**src/rtl/multicycle_ctrl.sv**
```systemverilog
// Multi-cycle control FSM: FETCH -> DECODE -> EXEC -> (MEM) -> WB, plus TRAP/HALT.
// ALU codes: {alt, funct3}; slt/sltu and branch compares set bit 3.
module multicycle_ctrl #(
    parameter int MEM_MASK_WIDTH  = 4,
    parameter int ALU_FUNCT_WIDTH = 4,
    parameter bit EN_MDU          = 1'b1,
    parameter int MEM_TIMEOUT     = 255,
    parameter int CNT_WIDTH       = 64
) (
    input  logic                       clk,
    input  logic                       rst,
    output logic                       inst_req,
    input  logic                       inst_valid,
    input  logic [6:0]                 opcode,
    input  logic [2:0]                 funct3,
    input  logic [6:0]                 funct7,
    input  logic [11:0]                rs2_is_x0_imm,
    input  logic [1:0]                 addr_lo,
    input  logic                       br_taken,
    output logic [ALU_FUNCT_WIDTH-1:0] alu_funct,
    output logic                       alu_b_is_imm,
    output logic                       mdu_start,
    input  logic                       mdu_done,
    output logic                       lsu_req,
    output logic                       lsu_we,
    output logic [MEM_MASK_WIDTH-1:0]  mem_mask,
    input  logic                       lsu_ack,
    output logic                       gpr_w_en,
    output logic                       rd_is_mem,
    output logic                       rd_is_mdu,
    output logic                       pc_en,
    output logic [1:0]                 pc_sel,
    output logic                       trap_valid,
    output logic [3:0]                 trap_cause,
    output logic                       halt,
    output logic [CNT_WIDTH-1:0]       instret
);

    localparam logic [6:0] OP_LUI   = 7'b0110111;
    localparam logic [6:0] OP_AUIPC = 7'b0010111;
    localparam logic [6:0] OP_JAL   = 7'b1101111;
    localparam logic [6:0] OP_JALR  = 7'b1100111;
    localparam logic [6:0] OP_BR    = 7'b1100011;
    localparam logic [6:0] OP_LD    = 7'b0000011;
    localparam logic [6:0] OP_ST    = 7'b0100011;
    localparam logic [6:0] OP_IMM   = 7'b0010011;
    localparam logic [6:0] OP_REG   = 7'b0110011;
    localparam logic [6:0] OP_SYS   = 7'b1110011;

    localparam logic [3:0] C_ILLEGAL = 4'd2;
    localparam logic [3:0] C_LD_MIS  = 4'd4;
    localparam logic [3:0] C_LD_FLT  = 4'd5;
    localparam logic [3:0] C_ST_MIS  = 4'd6;
    localparam logic [3:0] C_ST_FLT  = 4'd7;
    localparam logic [3:0] C_ECALL   = 4'd11;

    localparam logic [15:0] WAIT_LAST = 16'(MEM_TIMEOUT - 1);

    typedef enum logic [2:0] {
        S_FETCH,
        S_DECODE,
        S_EXEC,
        S_MEM,
        S_WB,
        S_TRAP,
        S_HALT
    } state_e;

    state_e               state_q, state_d;
    logic [6:0]           op_q, op_d;
    logic [2:0]           f3_q, f3_d;
    logic [6:0]           f7_q, f7_d;
    logic [11:0]          imm_q, imm_d;
    logic [1:0]           addr_q, addr_d;
    logic                 taken_q, taken_d;
    logic                 mdu_go_q, mdu_go_d;
    logic [15:0]          wait_q, wait_d;
    logic [3:0]           cause_q, cause_d;
    logic [CNT_WIDTH-1:0] instret_q, instret_d;

    logic is_lui, is_auipc, is_jal, is_jalr, is_br;
    logic is_ld, is_st, is_opi, is_op, is_sys;
    logic is_mdu, is_ecall, is_ebreak;
    logic bad_f3, legal_op, illegal;
    logic misalign;
    logic b_imm;
    logic [3:0] alu_fn;
    logic [MEM_MASK_WIDTH-1:0] mask;

    always_comb begin
        is_lui    = op_q == OP_LUI;
        is_auipc  = op_q == OP_AUIPC;
        is_jal    = op_q == OP_JAL;
        is_jalr   = op_q == OP_JALR;
        is_br     = op_q == OP_BR;
        is_ld     = op_q == OP_LD;
        is_st     = op_q == OP_ST;
        is_opi    = op_q == OP_IMM;
        is_op     = op_q == OP_REG;
        is_sys    = op_q == OP_SYS;
        is_mdu    = is_op && f7_q == 7'b0000001;
        is_ecall  = is_sys && f3_q == 3'b000 && imm_q == 12'd0;
        is_ebreak = is_sys && f3_q == 3'b000 && imm_q == 12'd1;
        legal_op  = is_lui | is_auipc | is_jal | is_jalr | is_br
                  | is_ld | is_st | is_opi | is_op | is_sys;
        bad_f3    = (is_br && f3_q[2:1] == 2'b01)
                  | (is_ld && (f3_q == 3'b011 || f3_q[2:1] == 2'b11))
                  | (is_st && f3_q >= 3'b011);
        illegal   = !legal_op | bad_f3 | (is_mdu & !EN_MDU)
                  | (is_sys & !is_ecall & !is_ebreak);
        misalign  = (f3_q[1:0] == 2'b01 && addr_q[0])
                  | (f3_q[1:0] == 2'b10 && addr_q != 2'b00);
        b_imm     = is_lui | is_auipc | is_jal | is_jalr
                  | is_ld | is_st | is_opi;
    end

    always_comb begin
        alu_fn = 4'b0000;
        unique case (1'b1)
            is_op && !is_mdu: alu_fn = {f7_q[5], f3_q};
            is_opi: alu_fn = {f3_q == 3'b101 && f7_q[5], f3_q};
            is_br: begin
                unique case (f3_q[2:1])
                    2'b10:   alu_fn = 4'b1010;
                    2'b11:   alu_fn = 4'b1011;
                    default: alu_fn = 4'b1000;
                endcase
            end
            default: alu_fn = 4'b0000;
        endcase
        // slt/sltu share the compare path with the branch unit
        if ((is_op && !is_mdu) || is_opi) begin
            if (f3_q[2:1] == 2'b01) begin
                alu_fn[3] = 1'b1;
            end
        end
    end

    always_comb begin
        unique case (f3_q[1:0])
            2'b00:   mask = MEM_MASK_WIDTH'(1'b1);
            2'b01:   mask = MEM_MASK_WIDTH'(2'b11);
            default: mask = '1;
        endcase
    end

    always_comb begin
        state_d   = state_q;
        op_d      = op_q;
        f3_d      = f3_q;
        f7_d      = f7_q;
        imm_d     = imm_q;
        addr_d    = addr_q;
        taken_d   = taken_q;
        mdu_go_d  = mdu_go_q;
        wait_d    = wait_q;
        cause_d   = cause_q;
        instret_d = instret_q;
        unique case (state_q)
            S_FETCH: begin
                if (inst_valid) begin
                    op_d    = opcode;
                    f3_d    = funct3;
                    f7_d    = funct7;
                    imm_d   = rs2_is_x0_imm;
                    state_d = S_DECODE;
                end
            end
            S_DECODE: begin
                mdu_go_d = 1'b0;
                if (illegal) begin
                    cause_d = C_ILLEGAL;
                    state_d = S_TRAP;
                end else if (is_ecall) begin
                    cause_d = C_ECALL;
                    state_d = S_TRAP;
                end else if (is_ebreak) begin
                    instret_d = instret_q + CNT_WIDTH'(1);
                    state_d   = S_HALT;
                end else begin
                    state_d = S_EXEC;
                end
            end
            S_EXEC: begin
                taken_d = is_br & br_taken;
                if (is_ld || is_st) begin
                    addr_d  = addr_lo;
                    wait_d  = '0;
                    state_d = S_MEM;
                end else if (is_mdu) begin
                    mdu_go_d = 1'b1;
                    if (mdu_done) begin
                        state_d = S_WB;
                    end
                end else begin
                    state_d = S_WB;
                end
            end
            S_MEM: begin
                if (misalign) begin
                    cause_d = is_st ? C_ST_MIS : C_LD_MIS;
                    state_d = S_TRAP;
                end else if (lsu_ack) begin
                    state_d = S_WB;
                end else if (wait_q == WAIT_LAST) begin
                    cause_d = is_st ? C_ST_FLT : C_LD_FLT;
                    state_d = S_TRAP;
                end else begin
                    wait_d = wait_q + 16'd1;
                end
            end
            S_WB: begin
                instret_d = instret_q + CNT_WIDTH'(1);
                state_d   = S_FETCH;
            end
            S_TRAP: state_d = S_FETCH;
            S_HALT: state_d = S_HALT;
            default: state_d = S_FETCH;
        endcase
    end

    always_ff @(posedge clk) begin
        if (rst) begin
            state_q   <= S_FETCH;
            op_q      <= '0;
            f3_q      <= '0;
            f7_q      <= '0;
            imm_q     <= '0;
            addr_q    <= '0;
            taken_q   <= 1'b0;
            mdu_go_q  <= 1'b0;
            wait_q    <= '0;
            cause_q   <= '0;
            instret_q <= '0;
        end else begin
            state_q   <= state_d;
            op_q      <= op_d;
            f3_q      <= f3_d;
            f7_q      <= f7_d;
            imm_q     <= imm_d;
            addr_q    <= addr_d;
            taken_q   <= taken_d;
            mdu_go_q  <= mdu_go_d;
            wait_q    <= wait_d;
            cause_q   <= cause_d;
            instret_q <= instret_d;
        end
    end

    always_comb begin
        inst_req     = 1'b0;
        alu_funct    = '0;
        alu_b_is_imm = 1'b0;
        mdu_start    = 1'b0;
        lsu_req      = 1'b0;
        lsu_we       = 1'b0;
        mem_mask     = '0;
        gpr_w_en     = 1'b0;
        rd_is_mem    = 1'b0;
        rd_is_mdu    = 1'b0;
        pc_en        = 1'b0;
        pc_sel       = 2'd0;
        trap_valid   = 1'b0;
        trap_cause   = 4'd0;
        halt         = 1'b0;
        instret      = instret_q;
        unique case (state_q)
            S_FETCH: inst_req = 1'b1;
            S_DECODE: ;
            S_EXEC: begin
                alu_funct    = ALU_FUNCT_WIDTH'(alu_fn);
                alu_b_is_imm = b_imm;
                mdu_start    = is_mdu & !mdu_go_q;
            end
            S_MEM: begin
                alu_funct    = ALU_FUNCT_WIDTH'(alu_fn);
                alu_b_is_imm = b_imm;
                if (!misalign) begin
                    lsu_req  = 1'b1;
                    lsu_we   = is_st;
                    mem_mask = mask;
                end
            end
            S_WB: begin
                gpr_w_en  = !(is_br || is_st);
                rd_is_mem = is_ld;
                rd_is_mdu = is_mdu;
                pc_en     = 1'b1;
                if (is_jal || (is_br && taken_q)) begin
                    pc_sel = 2'd1;
                end else if (is_jalr) begin
                    pc_sel = 2'd2;
                end
            end
            S_TRAP: begin
                trap_valid = 1'b1;
                trap_cause = cause_q;
                pc_en      = 1'b1;
                pc_sel     = 2'd3;
            end
            S_HALT: halt = 1'b1;
            default: ;
        endcase
    end

endmodule

```
**config.mk**
```make
export PLATFORM = sky130hd
export DESIGN_NAME = multicycle_ctrl
export DESIGN_NICKNAME = d
export VERILOG_FILES = /design/src/rtl/multicycle_ctrl.sv
export SDC_FILE = /design/constraint.sdc
export NUM_CORES = 1
export LEC_CHECK = 0
export BUFFER_PORTS_ARGS = -buffer_cell sky130_fd_sc_hd__buf_2
export CELL_PAD_IN_SITES_DETAIL_PLACEMENT = 0
export CELL_PAD_IN_SITES_GLOBAL_PLACEMENT = 1
export CORE_MARGIN = 2
export CORE_UTILIZATION = 36
export DETAILED_ROUTE_END_ITERATION = 10
export PLACE_DENSITY_LB_ADDON = 0.1
export SYNTH_ARGS = -nofsm -noshare
export SYNTH_HDL_FRONTEND = slang
export SYNTH_SLANG_ARGS = --single-unit
```
**constraint.sdc**
```tcl
create_clock -name clk -period 2.5 [get_ports clk]
set_clock_uncertainty 0.2 [all_clocks]
set_input_delay 0.125 -clock clk [delete_from_list [all_inputs] [get_ports clk]]
set_output_delay 0.125 -clock clk [all_outputs]
set_load 0.02 [all_outputs]
```
==> impl_metrics.yaml <==
timing:
  finalHoldViolCount: 0
  slew_headroom: 0.680
  fin_tns_setup_ns: -0.405
  fin_ws_ns: -0.0787
  period_share: 1.03
  rsz0062_at_grt: "true"
  whs_ns: 0.0627
  worst_pin_slew_ns: 0.480
  finalSetupViolCount: 8
  maxSlewViolCount: 0
  clock.fmax_mhz: 388
  fin_crit_ns: 2.58
layout:
  final_util: 0.561
  num-fill-cells: 1519
  area_growth_pct: 52.3
  final_cell_mix: "123 x buf_2, 105 x nand2_1, 100 x dfxtp_1"
  diodes: 0
  layout_commonest_cell: "buf_2"
  drive_above_1_share: 0.345
  layout.nets: 1025
logic_synthesis:
  synth_fp_nets: 788
  ys_types: 59
  synth-async-reset-ratio: 0
  synth-edff-count: 0
  postSynthCellCount: 748
  synth_area_leaders: "dfxtp_1 41%, xnor2_1 7.0%, nand2_1 6.7%"
  synth_flop_cell: "dfxtp_1"
  yosys.area.top_type: "dfxtp_1"
  synth_area_per_cell_um2: 7.86
  synth_warnings: 0
  synth-seq-area-share: 0.409
  syn-cell-area_um2: 5880
  synth.top_cell.area_share: 0.409
  ys_ff_latch: 120
place:
  gp_congestion: 0.821
  portBuffers: 125
  dp_hpwl_um: 12500
critical_path:
  cp_max_fo: 5
  cp-end-kind: "register"
  crit_type: "reg -> reg"
  cp-start-kind: "register"
  cp.arrival_ns: 2.66
  crit_required_ns: 2.58
job:
  maxCapViolCount: 0
global_route:
  grt_pass1_vias: 6073
  grt_overflow: 0
  grt_antenna_before_repair: 0
  track_usage: 0.206
  grt_max_degree: 49
  grt_pass1_wl_um: 29400
run_status:
  violations: "setup timing"
  status: "finished with violations"
die:
  start_util: 0.369
  die_h_um: 132
  io_pins: 126
  dieArea_um2: 17400
  core_area_um2: 15900
  die_w_um: 132
  num_rows: 46
routing:
  first_pass_iters: 4
  viasPerCell: 5.14
  num_vias: 6244
  wl_per_cell_um: 15.1
  drtIter0Drc: 263
  wl_um: 18300
  ant_nets: 0
  drcViolationCount: 0
cts:
  clk_latency_ns: 0.42
  numClockSinks: 120
  cts_tree: "yes"
  h-tree-depth: 4
  clock-root-buffer: "clkbuf_16"
  clockBufferDepth: 2
  cts_buffers: 17
  clk_pin_slew_worst_paths_ns: 0.06
pwr:
  power_density_nw_per_um2: 569
  cellLeakagePower_uw: 0.00367
  peakVddDrop_uv: 474
  total_power_uw: 5090
worst_hold_path:
  min_path_type: "in -> reg"
[per-layer routing]
layer | vias to the layer above | global-route usage | wire length (um)
met2 | 148 | 0.358 | 9020
met5 | - | 0 | 0
li1 | 3115 | - | -
met4 | 0 | 0.0556 | 189
met1 | 2964 | 0.252 | 8220
met3 | 17 | 0.0554 | 862
[through the flow]
| stage | setup slack [ns] | cell area, um^2 | cells |
|---|---|---|---|
| floorplan | -0.0815 | 5970 | 748 |
| global placement | -0.223 | 7340 | 1134 |
| detailed placement | -0.313 | 7340 | 1134 |
| CTS | -0.0741 | 8540 | 1211 |
| global route | -0.158 | 8950 | 1214 |
| finish | -0.0787 | 8950 | 1214 |
[report_power, final]
| part | switching, uW | leakage, uW | internal [uW] | total, uW |
|---|---|---|---|---|
| logic | 270 | 0.00239 | 218 | 488 |
| clock network | 893 | 0.000300 | 1720 | 2610 |
| registers | 33.5 | 0.000983 | 1960 | 1990 |
| total | 1200 | 0.00367 | 3900 | 5090 |
[synth_stat cells, types with 5 or more instances]
cell type / number
or3_1: 27
nor4_1: 27
and2_1: 6
nand4_1: 22
inv_1: 23
a211oi_1: 8
and4_1: 5
a21oi_1: 67
and3_1: 15
nor2_1: 77
nor4b_1: 8
nand2_1: 105
dfxtp_1: 120
xnor2_1: 47
or4_1: 6
o21ai_0: 24
nand3_1: 29
clkbuf_1: 37
nor3_1: 20
xor2_1: 6
[state kept, by name, indices dropped and copies added (netlist names)]
name and count:
cause_q 4, f7_q 7, addr_q 2, op_q 7, wait_q 16, state_q 3, f3_q 3, imm_q 12
taken_q 1, instret 64, mdu_go_q 1
[cell families (layout without fill, tap and decap cells)]
logic type | Yosys count | count (layout) | share of synthesized area
AOI/OAI and AO/OA | 129 | 129 | 0.129
xor gates and xnor gates | 53 | 53 | 0.0790
adders and majority gates | 3 | 3 | 0.00639
buffers and inverters | 70 | 318 | 0.0468
DFF | 120 | 120 | 0.409
muxes | 2 | 2 | 0.00341
and+or+nand+nor | 371 | 373 | 0.327
[worst max-delay path: stages (launching register included)]
cell and delay (ns):
dfxtp_4 0.35, nand4_4 0.10, or3_4 0.41, or3_4 0.39
buf_4 0.17, or4_4 0.58, o21ai_2 0.17, a21oi_2 0.07
[final cells by class]
cell class | count | area (um^2) | area share
clock buffers | 21 | 460 | 0.0514
clock inverters | 11 | 170 | 0.0190
inverters | 23 | 86.3 | 0.00964
multi-input cells | 560 | 3680 | 0.412
flip-flops and latches | 120 | 2440 | 0.272
well taps | 216 | 270 | 0.0302
repair buffers | 263 | 1840 | 0.206
[what timing repair did]
| action | 4_1_cts | 5_1_grt |
|---|---|---|
| setup buffers | 6 | 1 |
| hold buffers | 37 | 0 |
| cloned | 2 | 2 |
| gates resized for setup | 35 | 64 |
| setup endpoints to repair | 43 | 49 |
| endpoints found under the hold margin | 43 | 0 |
| pin swaps | 22 | 2 |
[final timing paths]
kind | from | endpoint | slack [ns] | cells past startpoint
min reg2reg | imm_q[0] | imm_q[0] | 0.25 | 2
max | instret[12] | instret[57] | -0.08 | 7
min | inst_valid | state_q[2] | 0.06 | 4
max reg2reg | instret[12] | instret[57] | -0.08 | 7
No activity file was read; power rests on OpenSTA's default activity.
